File: src/rtl/arranque_pkg.sv
// Shared definitions for the staggered start-up release generator.
package arranque_pkg;

  // Sequencer states: hold count, staggered release, all released.
  typedef enum logic [1:0] {
    ESPERA   = 2'd0,
    ESCALONA = 2'd1,
    LISTO    = 2'd2
  } estado_t;

  // Counter width large enough to hold the larger of the two delays.
  function automatic int unsigned cnt_width(input int unsigned hold_cycles,
                                            input int unsigned stagger_cycles);
    int unsigned max_v;
    max_v = (hold_cycles > stagger_cycles) ? hold_cycles : stagger_cycles;
    return $clog2(max_v + 1);
  endfunction

endpackage

File: src/rtl/generador_arranque.sv
// Releases NUM_CH init flags in index order: first after HOLD_CYCLES edges,
// then one every STAGGER_CYCLES edges; listo marks the last release.
module generador_arranque
  import arranque_pkg::*;
#(
  parameter int unsigned NUM_CH         = 4,
  parameter int unsigned HOLD_CYCLES    = 16,
  parameter int unsigned STAGGER_CYCLES = 4
) (
  input  logic              clk,
  input  logic              rst_n,
  input  logic              reinicio,
  output logic [NUM_CH-1:0] ini,
  output logic              listo
);

  localparam int unsigned CW = cnt_width(HOLD_CYCLES, STAGGER_CYCLES);

  // Reject parameter sets that cannot describe a release sequence.
  if (NUM_CH < 1 || NUM_CH > 16) begin : g_bad_num_ch
    $error("generador_arranque: NUM_CH must be in 1..16");
  end
  if (HOLD_CYCLES < 1) begin : g_bad_hold
    $error("generador_arranque: HOLD_CYCLES must be >= 1");
  end
  if (STAGGER_CYCLES < 1) begin : g_bad_stagger
    $error("generador_arranque: STAGGER_CYCLES must be >= 1");
  end

  estado_t           estado_q, estado_n;
  logic [CW-1:0]     cnt_q, cnt_n;
  logic [NUM_CH-1:0] ini_n;
  logic              listo_n;
  logic [NUM_CH-1:0] ini_sig;

  // Next thermometer value: one more channel released.
  assign ini_sig = (ini << 1) | NUM_CH'(1);

  // State and counter registers.
  always_ff @(posedge clk or negedge rst_n) begin
    if (!rst_n) begin
      estado_q <= ESPERA;
      cnt_q    <= '0;
    end else begin
      estado_q <= estado_n;
      cnt_q    <= cnt_n;
    end
  end

  // Output registers; fed only from the registered next-state logic.
  always_ff @(posedge clk or negedge rst_n) begin
    if (!rst_n) begin
      ini   <= '0;
      listo <= 1'b0;
    end else begin
      ini   <= ini_n;
      listo <= listo_n;
    end
  end

  // Next-state, counter and next-output logic.
  always_comb begin
    estado_n = estado_q;
    cnt_n    = cnt_q;
    ini_n    = ini;
    listo_n  = listo;

    if (reinicio) begin
      estado_n = ESPERA;
      cnt_n    = '0;
      ini_n    = '0;
      listo_n  = 1'b0;
    end else begin
      unique case (estado_q)
        ESPERA: begin
          if (cnt_q == CW'(HOLD_CYCLES - 1)) begin
            cnt_n    = '0;
            ini_n    = ini_sig;
            listo_n  = ini_sig[NUM_CH-1];
            estado_n = ini_sig[NUM_CH-1] ? LISTO : ESCALONA;
          end else begin
            cnt_n = cnt_q + CW'(1);
          end
        end
        ESCALONA: begin
          if (cnt_q == CW'(STAGGER_CYCLES - 1)) begin
            cnt_n    = '0;
            ini_n    = ini_sig;
            listo_n  = ini_sig[NUM_CH-1];
            estado_n = ini_sig[NUM_CH-1] ? LISTO : ESCALONA;
          end else begin
            cnt_n = cnt_q + CW'(1);
          end
        end
        LISTO: begin
          cnt_n = '0;
        end
        default: begin
          estado_n = ESPERA;
          cnt_n    = '0;
          ini_n    = '0;
          listo_n  = 1'b0;
        end
      endcase
    end
  end

endmodule

File: config.mk
export PLATFORM = sky130hd
export DESIGN_NAME = generador_arranque
export DESIGN_NICKNAME = d
export VERILOG_FILES = /design/src/rtl/arranque_pkg.sv /design/src/rtl/generador_arranque.sv
export SDC_FILE = /design/constraint.sdc
export NUM_CORES = 1
export LEC_CHECK = 0
export BUFFER_PORTS_ARGS = -buffer_cell sky130_fd_sc_hd__buf_2
export CORE_AREA = 3 3 40 42
export DETAILED_ROUTE_END_ITERATION = 6
export DIE_AREA = 0 0 43 45
export PLACE_DENSITY = 0.74
export SYNTH_ARGS = -nofsm -noshare
export SYNTH_HDL_FRONTEND = slang
export SYNTH_SLANG_ARGS = --single-unit
File: constraint.sdc
create_clock -name clk -period 1.4 [get_ports clk]
set_input_delay 0.14 -clock clk [delete_from_list [all_inputs] [get_ports clk]]
set_output_delay 0.14 -clock clk [all_outputs]
set_load 0.1 [all_outputs]
## Word-level counts from Yosys, hierarchy flattened

Cells that the tools add are included.

- Register bits after elaboration: 12
- Bits of input ports: 3
- Output and inout bits: 5

- Add/sub/neg operators: 1
- Equal/unequal tests: 7
- Muxes and demuxes: 17
- Reductions and logical operators: 2

Operators by type and width:

| kind | count |
|---|---|
| two-way mux 5 bit | 3 |
| two-way mux 4 bit | 3 |
| one-hot mux 4 bit (3 select lines) | 1 |
| one-hot mux 5 bit (2 select lines) | 1 |
| two-way mux 2 bit | 4 |
| != test 3 bit, second input constant | 2 |
| one-hot mux 2 bit (3 select lines) | 1 |
| adder 5 x 1 -> 5 bit, second input constant | 1 |
| equality test 5 x 2 -> 1 bit, second input constant | 1 |
| equality test 5 x 4 -> 1 bit, second input constant | 1 |
| two-way mux 1 bit | 3 |
| one-hot mux 1 bit (3 select lines) | 1 |
| AND reduction 3 bit | 1 |
| equality test 2 x 1 -> 1 bit, second input constant | 1 |
| equality test 2 bit, second input constant | 1 |
| logical NOT 2 bit | 1 |
| != test 2 bit, second input constant | 1 |

## Logic depth before layout (Yosys ltp)

Gate-level depths: netlist of the first run.

- Depth after elaboration: 4
- Depth in mapped cells: 7
- Mapped depth without buffers: 7

## Least setup slack after synthesis of the first run

OpenSTA, ideal clock, no wires.

- Path kind: register to register
- Start: register estado_q[1]
- End: register ini[0]
- Arrival: 1.469 ns
- Required time: 1.219 ns
- Setup slack: -0.250 ns
- Stages on the path, launching flop included: 4
- Path buffers: 0
- Period minus slack after synthesis: 1.650 ns
- Path through: dfrtp_1 -> nor2b_1 -> nor3_1 -> a2111oi_2

- Longest elaborated chain between the ends: 3
- Elaborated cells between the ends (all ways): 9

Ends and longest elaborated chain:

| what | line | text |
|---|---|---|
| start: declaration | generador_arranque.sv:30 | `estado_t estado_q, estado_n;` |
| start signal: assignment | generador_arranque.sv:45 | `estado_q <= estado_n;` |
| equality test 2 x 1 -> 1 bit, or another cell as far along | generador_arranque.sv:74 | `unique case (estado_q)` |
| != test 3 bit (no source line), or another cell as far along | -- |  |
| AND reduction 3 bit (no source line) or two-way mux 4 bit (tied branches) | -- |  |
| end signal: assignment | generador_arranque.sv:56 | `ini <= ini_n;` |
| end: declaration | generador_arranque.sv:13 | `output logic [NUM_CH-1:0] ini,` |

Several ways; a longest one is shown, not always the timed one.
A chain may end at the register's enable or synchronous reset.

## Final worst setup path of the first run

- Start: register cnt_q[1]
- End: register ini[2]

- Longest elaborated chain between the ends: 3
- Elaborated cells between the ends (all ways): 5

Ends and longest elaborated chain:

| what | line | text |
|---|---|---|
| start: declaration | generador_arranque.sv:31 | `logic [CW-1:0] cnt_q, cnt_n;` |
| start signal: assignment | generador_arranque.sv:46 | `cnt_q <= cnt_n;` |
| equality test 5 x 2 -> 1 bit or equality test 5 x 4 -> 1 bit (tied branches) | generador_arranque.sv:86, generador_arranque.sv:76 |  |
| != test 3 bit (no source line) | -- |  |
| AND reduction 3 bit (no source line) * | -- |  |

Every way passes the cells marked *; elsewhere a longest branch is shown, timed or not.

==> results of run 1 <==
-- kinds of logic after synthesis --
family,count (synthesis)
adders and majority gates,3
xor gates and xnor gates,2
muxes,4
buffers and inverters,5
DFF,10
and+or+nand+nor,20
AOI/OAI and AO/OA,9
-- state kept, by name (all words and copies together), names as in the netlist --
register / count
cnt_q: 5
ini: 3
estado_q: 2
-- layout by cell type, fill, tap and decap left out, drive strengths merged --
cell type | netlist | layout
ha | 3 | 3
o21a | 1 | 1
dlygate4sd3 | 0 | 1
a2111oi | 1 | 1
or2 | 1 | 1
a21oi | 2 | 2
nor4b | 1 | 1
xnor2 | 1 | 1
o21ai | 2 | 2
nor3 | 3 | 3
mux2i | 4 | 4
clkbuf | 0 | 4
or4b | 1 | 1
nor2b | 3 | 3
inv | 4 | 4
nor2 | 5 | 5
buf | 1 | 16
nor3b | 1 | 1
o22ai | 2 | 2
nand3 | 3 | 3
or2b | 1 | 1
nand2 | 1 | 1
dfrtp | 10 | 10
o211ai | 1 | 1
xor2 | 1 | 1
-- routing by layer --
metal | vias to the layer above | global-route usage [%]
li1 | 230 | -
met3 | 4 | 3.59
met2 | 10 | 21.9
met1 | 221 | 18.4
met5 | - | 0
met4 | 0 | 5.42
-- final timing paths --
check	depth (start not counted)	endpoint
worst max-delay path	7	ini[2]$_DFFE_PN0P_
worst min-delay path	2	ini[0]$_DFFE_PN0P_
worst max register to register	7	ini[2]$_DFFE_PN0P_
worst min register to register	1	estado_q[0]$_DFFE_PN0P_
max in group asynchronous	2	cnt_q[2]$_DFF_PN0_
min in group asynchronous	2	estado_q[0]$_DFFE_PN0P_
-- power groups by stage --
stage	Sequential, W	Clock (W)	Combinational (W)
finish	0.000306	0.000261	0.0000672
global route	0.000307	0.000272	0.0000741
CTS	0.000305	0.000261	0.0000597
detailed placement	0.000311	0	0.0000551
global placement	0.000310	0	0.0000550
floorplan	0.000311	0	0.0000296
-- worst max-delay path, cell delays in order (launching register included) --
cell     delay, ps
dfrtp_1        390
ha_4           180
nand3_4         80
inv_2           70
ha_4           140
nor2b_4        190
mux2i_1        210
o22ai_1        100
-- through the flow --
step                util, %  setup slack, ps  cell area [µm²]
floorplan                 -            -14.4              606
global placement       54.2            -75.6              697
detailed placement     54.2             -108              697
CTS                    59.3            -72.3              762
global route           62.4             -159              802
finish                 62.4            -89.2              802
-- cell type report --
| class | instances | area [µm²] | area share [%] |
|---|---|---|---|
| Clock buffer | 4 | 36.3 | 4.52 |
| Sequential cell | 10 | 255 | 31.8 |
| Timing Repair Buffer | 17 | 116 | 14.5 |
| Inverter | 4 | 15.0 | 1.87 |
| Tap cell | 15 | 18.8 | 2.34 |
| Multi-Input combinational cell | 38 | 360 | 44.9 |
-- repair_timing --
action | in CTS | in global routing
endpoints found under the setup margin | 7 | 9
buffers inserted | 0 | 3
hold buffers | 1 | 0
hold endpoints to repair | 10 | 0
pin swaps | 3 | 5
resized for setup | 3 | 5
==> results.toml, run 1 <==
[timing]
setup_violations = 8
post-route-period-util_pct = 106
timing.fmax_mhz = 671
fin_skew_ps = 4.95
drv_slew = 0
worstMarginPinSlew_ps = 488
rsz0062_at_grt = "yes"
fin_ws_ps = -89.2
hold_violations = 0
min_period_ps = 1490
setup_tns_ps = -485
hold_ws_ps = 81.6
max_slew_margin_pct = 67.7

[yosys]
ys_warn_count = 0
synthTopCellsByCount = "10 x dfrtp_1, 5 x nor2_1, 4 x inv_1, 4 x mux2i_1"
synth_area_leader_cell = "dfrtp_1"
synth.most_common_cell = "dfrtp_1"
synth_nets = 59
synth_top_area_share_pct = 44.2
synthMuxAreaShare_pct = 7.06
ys_ff_latch = 10
ys_seq_area_share_pct = 44.2
ys_async_sr_fraction_pct = 100
synth_compound_area_share_pct = 11.9
ys_types = 23
synth.area.top_cells = "dfrtp_1 44%, mux2i_1 7.1%, ha_1 6.6%, nor4b_4 4.2%, nor2_1 3.3%"
synth_flop_cell = "dfrtp_1"
synth_top_family_by_area = "simple AND/OR/NAND/NOR gates"
syn_avg_cell_area_um2 = 10.7
synth_xor_xnor_area_share_pct = 3.09
synth-adder-area-share_pct = 6.62
synth-simple-area-share_pct = 23.2
synth_edf_count = 0
syn_inst = 53
syn_area_um2 = 567

[clock_network]
clock_path_buffers = 2
path_clk_slew_ps = 70
cts_tree = "yes"
htreeDepth = 1
numCtsBuffers = 3
clock_latency_ps = 270
cts_sinks = 10
root_buffer = "clkbuf_4"

[critical_path]
critPathLaunch = "cnt_q[1]$_DFF_PN0_"
setup.worst_path.class = "flip-flop to flip-flop"
cp_max_fo = 4
endpoint_kind = "flip-flop"
cp-start-kind = "flip-flop"
regToRegStartpoint = "cnt_q[1]$_DFF_PN0_"
arrival_ps = 1640
r2r_setup_slack_ps = -90
cp_data_required_time_ps = 1550

[global_route]
grt_pass1_vias = 440
grt_pass1_wl_mm = 1.97
antenna_found_initial = 0
grt_max_degree = 11
overflow = 0
track_usage_pct = 13.9

[pwr]
total_power_w = 0.000634
cell_internal_pwr_w = 0.000492
p_per_area_mw_per_mm2 = 791
switching_share_pct = 22.5
pwr-share-seq_pct = 48.2
p_clk_share_pct = 41.2
peakVddDrop_mv = 0.568
switchingPower_w = 0.000143
p_comb_share_pct = 10.6
static-leakage-power_nw = 0.348

[finish]
final_cells = 88
syn2layout_area_growth_pct = 41.5
fillers = 107
diodes = 0
nets = 80
drive_gt1_share_pct = 52.1

[routing]
route.met3.wl_um = 40
vias = 465
drtAntennaViolNets = 0
drt_iter0_drc = 6
viasPerCell = 5.28
wl_mm = 1.17
met2_length_um = 559
routed.top_layer = "met4"
wirelength_met1_um = 542
drt-pass1-iter-count = 4
wl_per_cell_um = 13.3
drc_errors = 0

[die]
pin_count = 8
core_area_mm2 = 0.00128
fp-row-count = 13
dieArea_mm2 = 0.00194
die_y_um = 45
start_util_pct = 44.1
die_w_um = 43

[place]
dpl.cell_count = 80
hpwlAfterDp_um = 830
globalplace.congestion = 0.747
io_buffers = 7

[status]
outcome = "complete, but fails checks"
failed_checks = "negative setup slack"

[min_path]
hold_start = "reinicio"
hp-class = "input pin to flip-flop"

[run]
max-cap-violations = 0
No activity file was read; power rests on OpenSTA's default activity.
==> inputs of run 2 (changes only) <==
Settings changed: CORE_AREA 3 3 40 42 to not set, CORE_MARGIN set to 3, CORE_UTILIZATION set to 40, DIE_AREA 0 0 43 45 to not set, PLACE_DENSITY 0.74 to 0.7.
==> results.toml, run 2 (synthesis gave the netlist of run 1 again) <==
[global_route]
overflow = 0
grt_max_degree = 11
grt_pass1_vias = 477
grt_pass1_wl_mm = 2.04
track_usage_pct = 14.7
antenna_found_initial = 0

[place]
place_area_um2 = 711
dpl.cell_count = 81
hpwlAfterDp_um = 853
globalplace.congestion = 0.814
io_buffers = 7

[finish]
regMostFlops = "cnt_q"
diodes = 0
layout_commonest_cell = "buf_4"
utilization_pct = 66.6
final_cells = 90
nets = 83
design_area_um2 = 810
largest_reg_flops = 5
syn2layout_area_growth_pct = 42.8
mostFrequentLayoutCells = "11 x buf_4, 7 x dfrtp_1, 7 x buf_2"
multi_input_area_um2 = 348
fillers = 86
largestRegisters = "cnt_q (5), ini (3), estado_q (2)"
drive_gt1_share_pct = 50.0
seq_area_um2 = 254

[critical_path]
arrival_ps = 1600
setup.worst_path.class = "flip-flop to flip-flop"
cp-start-kind = "flip-flop"
cp_data_required_time_ps = 1550
endpoint_kind = "flip-flop"
cp_max_fo = 4

[timing]
fin_skew_ps = 9.64
max_slew_margin_pct = 67.9
post-route-period-util_pct = 104
hold_violations = 0
drv_slew = 0
timing.fmax_mhz = 687
setup_violations = 7
rsz0062_at_grt = "yes"
setup_tns_ps = -235
min_period_ps = 1460
worstMarginPinSlew_ps = 484
fin_ws_ps = -56.6

[routing]
drc_errors = 0
wl_per_cell_um = 12.6
vias = 481
wl_mm = 1.13
viasPerCell = 5.34
drt-pass1-iter-count = 4
drtAntennaViolNets = 0
drt_iter0_drc = 6

[die]
die_w_um = 43.6
die_y_um = 43.6
dieArea_mm2 = 0.00190
start_util_pct = 46.6
core_area_mm2 = 0.00122
pin_count = 8
fp-row-count = 12

[min_path]
hp-class = "input pin to flip-flop"

[pwr]
peakVddDrop_mv = 0.669
static-leakage-power_nw = 0.366
p_per_area_mw_per_mm2 = 784

[clock_network]
numCtsBuffers = 3
cts_tree = "yes"
root_buffer = "clkbuf_4"
path_clk_slew_ps = 70
clock_latency_ps = 270
htreeDepth = 1
cts_sinks = 10
clock_path_buffers = 2

[run]
max-cap-violations = 0

[status]
outcome = "complete, but fails checks"
failed_checks = "negative setup slack"
[run 2: changes by cell type in the layout (fill, tap and decap cells not counted), sizes merged]
| cell | previous run | this run |
|---|---|---|
| buf | 16 | 19 |
[run 2: final timing paths]
| check | start | end | slack, ps | cells after the start |
|---|---|---|---|---|
| setup / recovery | cnt_q[1]$_DFF_PN0_ | cnt_q[0]$_DFF_PN0_ | -60 | 4 |
| hold / removal | reinicio | ini[0]$_DFFE_PN0P_ | 80 | 2 |
| setup reg to reg | cnt_q[1]$_DFF_PN0_ | cnt_q[0]$_DFF_PN0_ | -60 | 4 |
| hold reg to reg | ini[2]$_DFFE_PN0P_ | estado_q[0]$_DFFE_PN0P_ | 550 | 1 |
| max in group asynchronous | rst_n | estado_q[1]$_DFFE_PN0P_ | 930 | 2 |
| min in group asynchronous | rst_n | cnt_q[3]$_DFF_PN0_ | 250 | 2 |
[run 2: per-layer routing]
layer / track usage [%] / part of all wire [%] / vias up
met5: 0 / 0 / -
met4: 3.61 / 0.79 / 0
met3: 7.47 / 5.3 / 2
met2: 23.0 / 47 / 8
met1: 17.8 / 47 / 235
li1: - / - / 236
[run 2: metrics by stage]
step	hold slack (ps)	setup slack [ps]	total power [W]
floorplan	-156	-14.4	0.000340
global placement	19.4	-71.0	0.000370
detailed placement	11.5	-81.7	0.000369
CTS	76.2	-60.7	0.000646
global route	94.2	-134	0.000670
finish	81.8	-56.6	0.000635
[run 2: report_power, final]
group	switching (W)	internal [W]
sequential	0.00000809	0.000296
clock	0.000103	0.000158
combinational	0.0000302	0.0000394
total	0.000142	0.000493
[run 2: area by class of cell]
type / instances / area share (%)
multi-input cells: 38 / 43.0
repair buffers: 20 / 17.2
inverters: 4 / 1.85
flip-flops and latches: 10 / 31.4
well taps: 14 / 2.16
clock buffers: 4 / 4.48
[run 2: timing repair]
action | 4_1_cts | 5_1_grt
hold buffers | 1 | 0
gates resized for setup | 5 | 1
buffers inserted | 4 | 0
endpoints found under the hold margin | 10 | 0
pin swaps | 3 | 4
endpoints found under the setup margin | 8 | 10
[run 2: critical path, cell delays in order, from the launching register on]
cell and delay (ps):
dfrtp_1 390, ha_4 170, or4b_4 490, o211ai_4 220, nor2_1 70
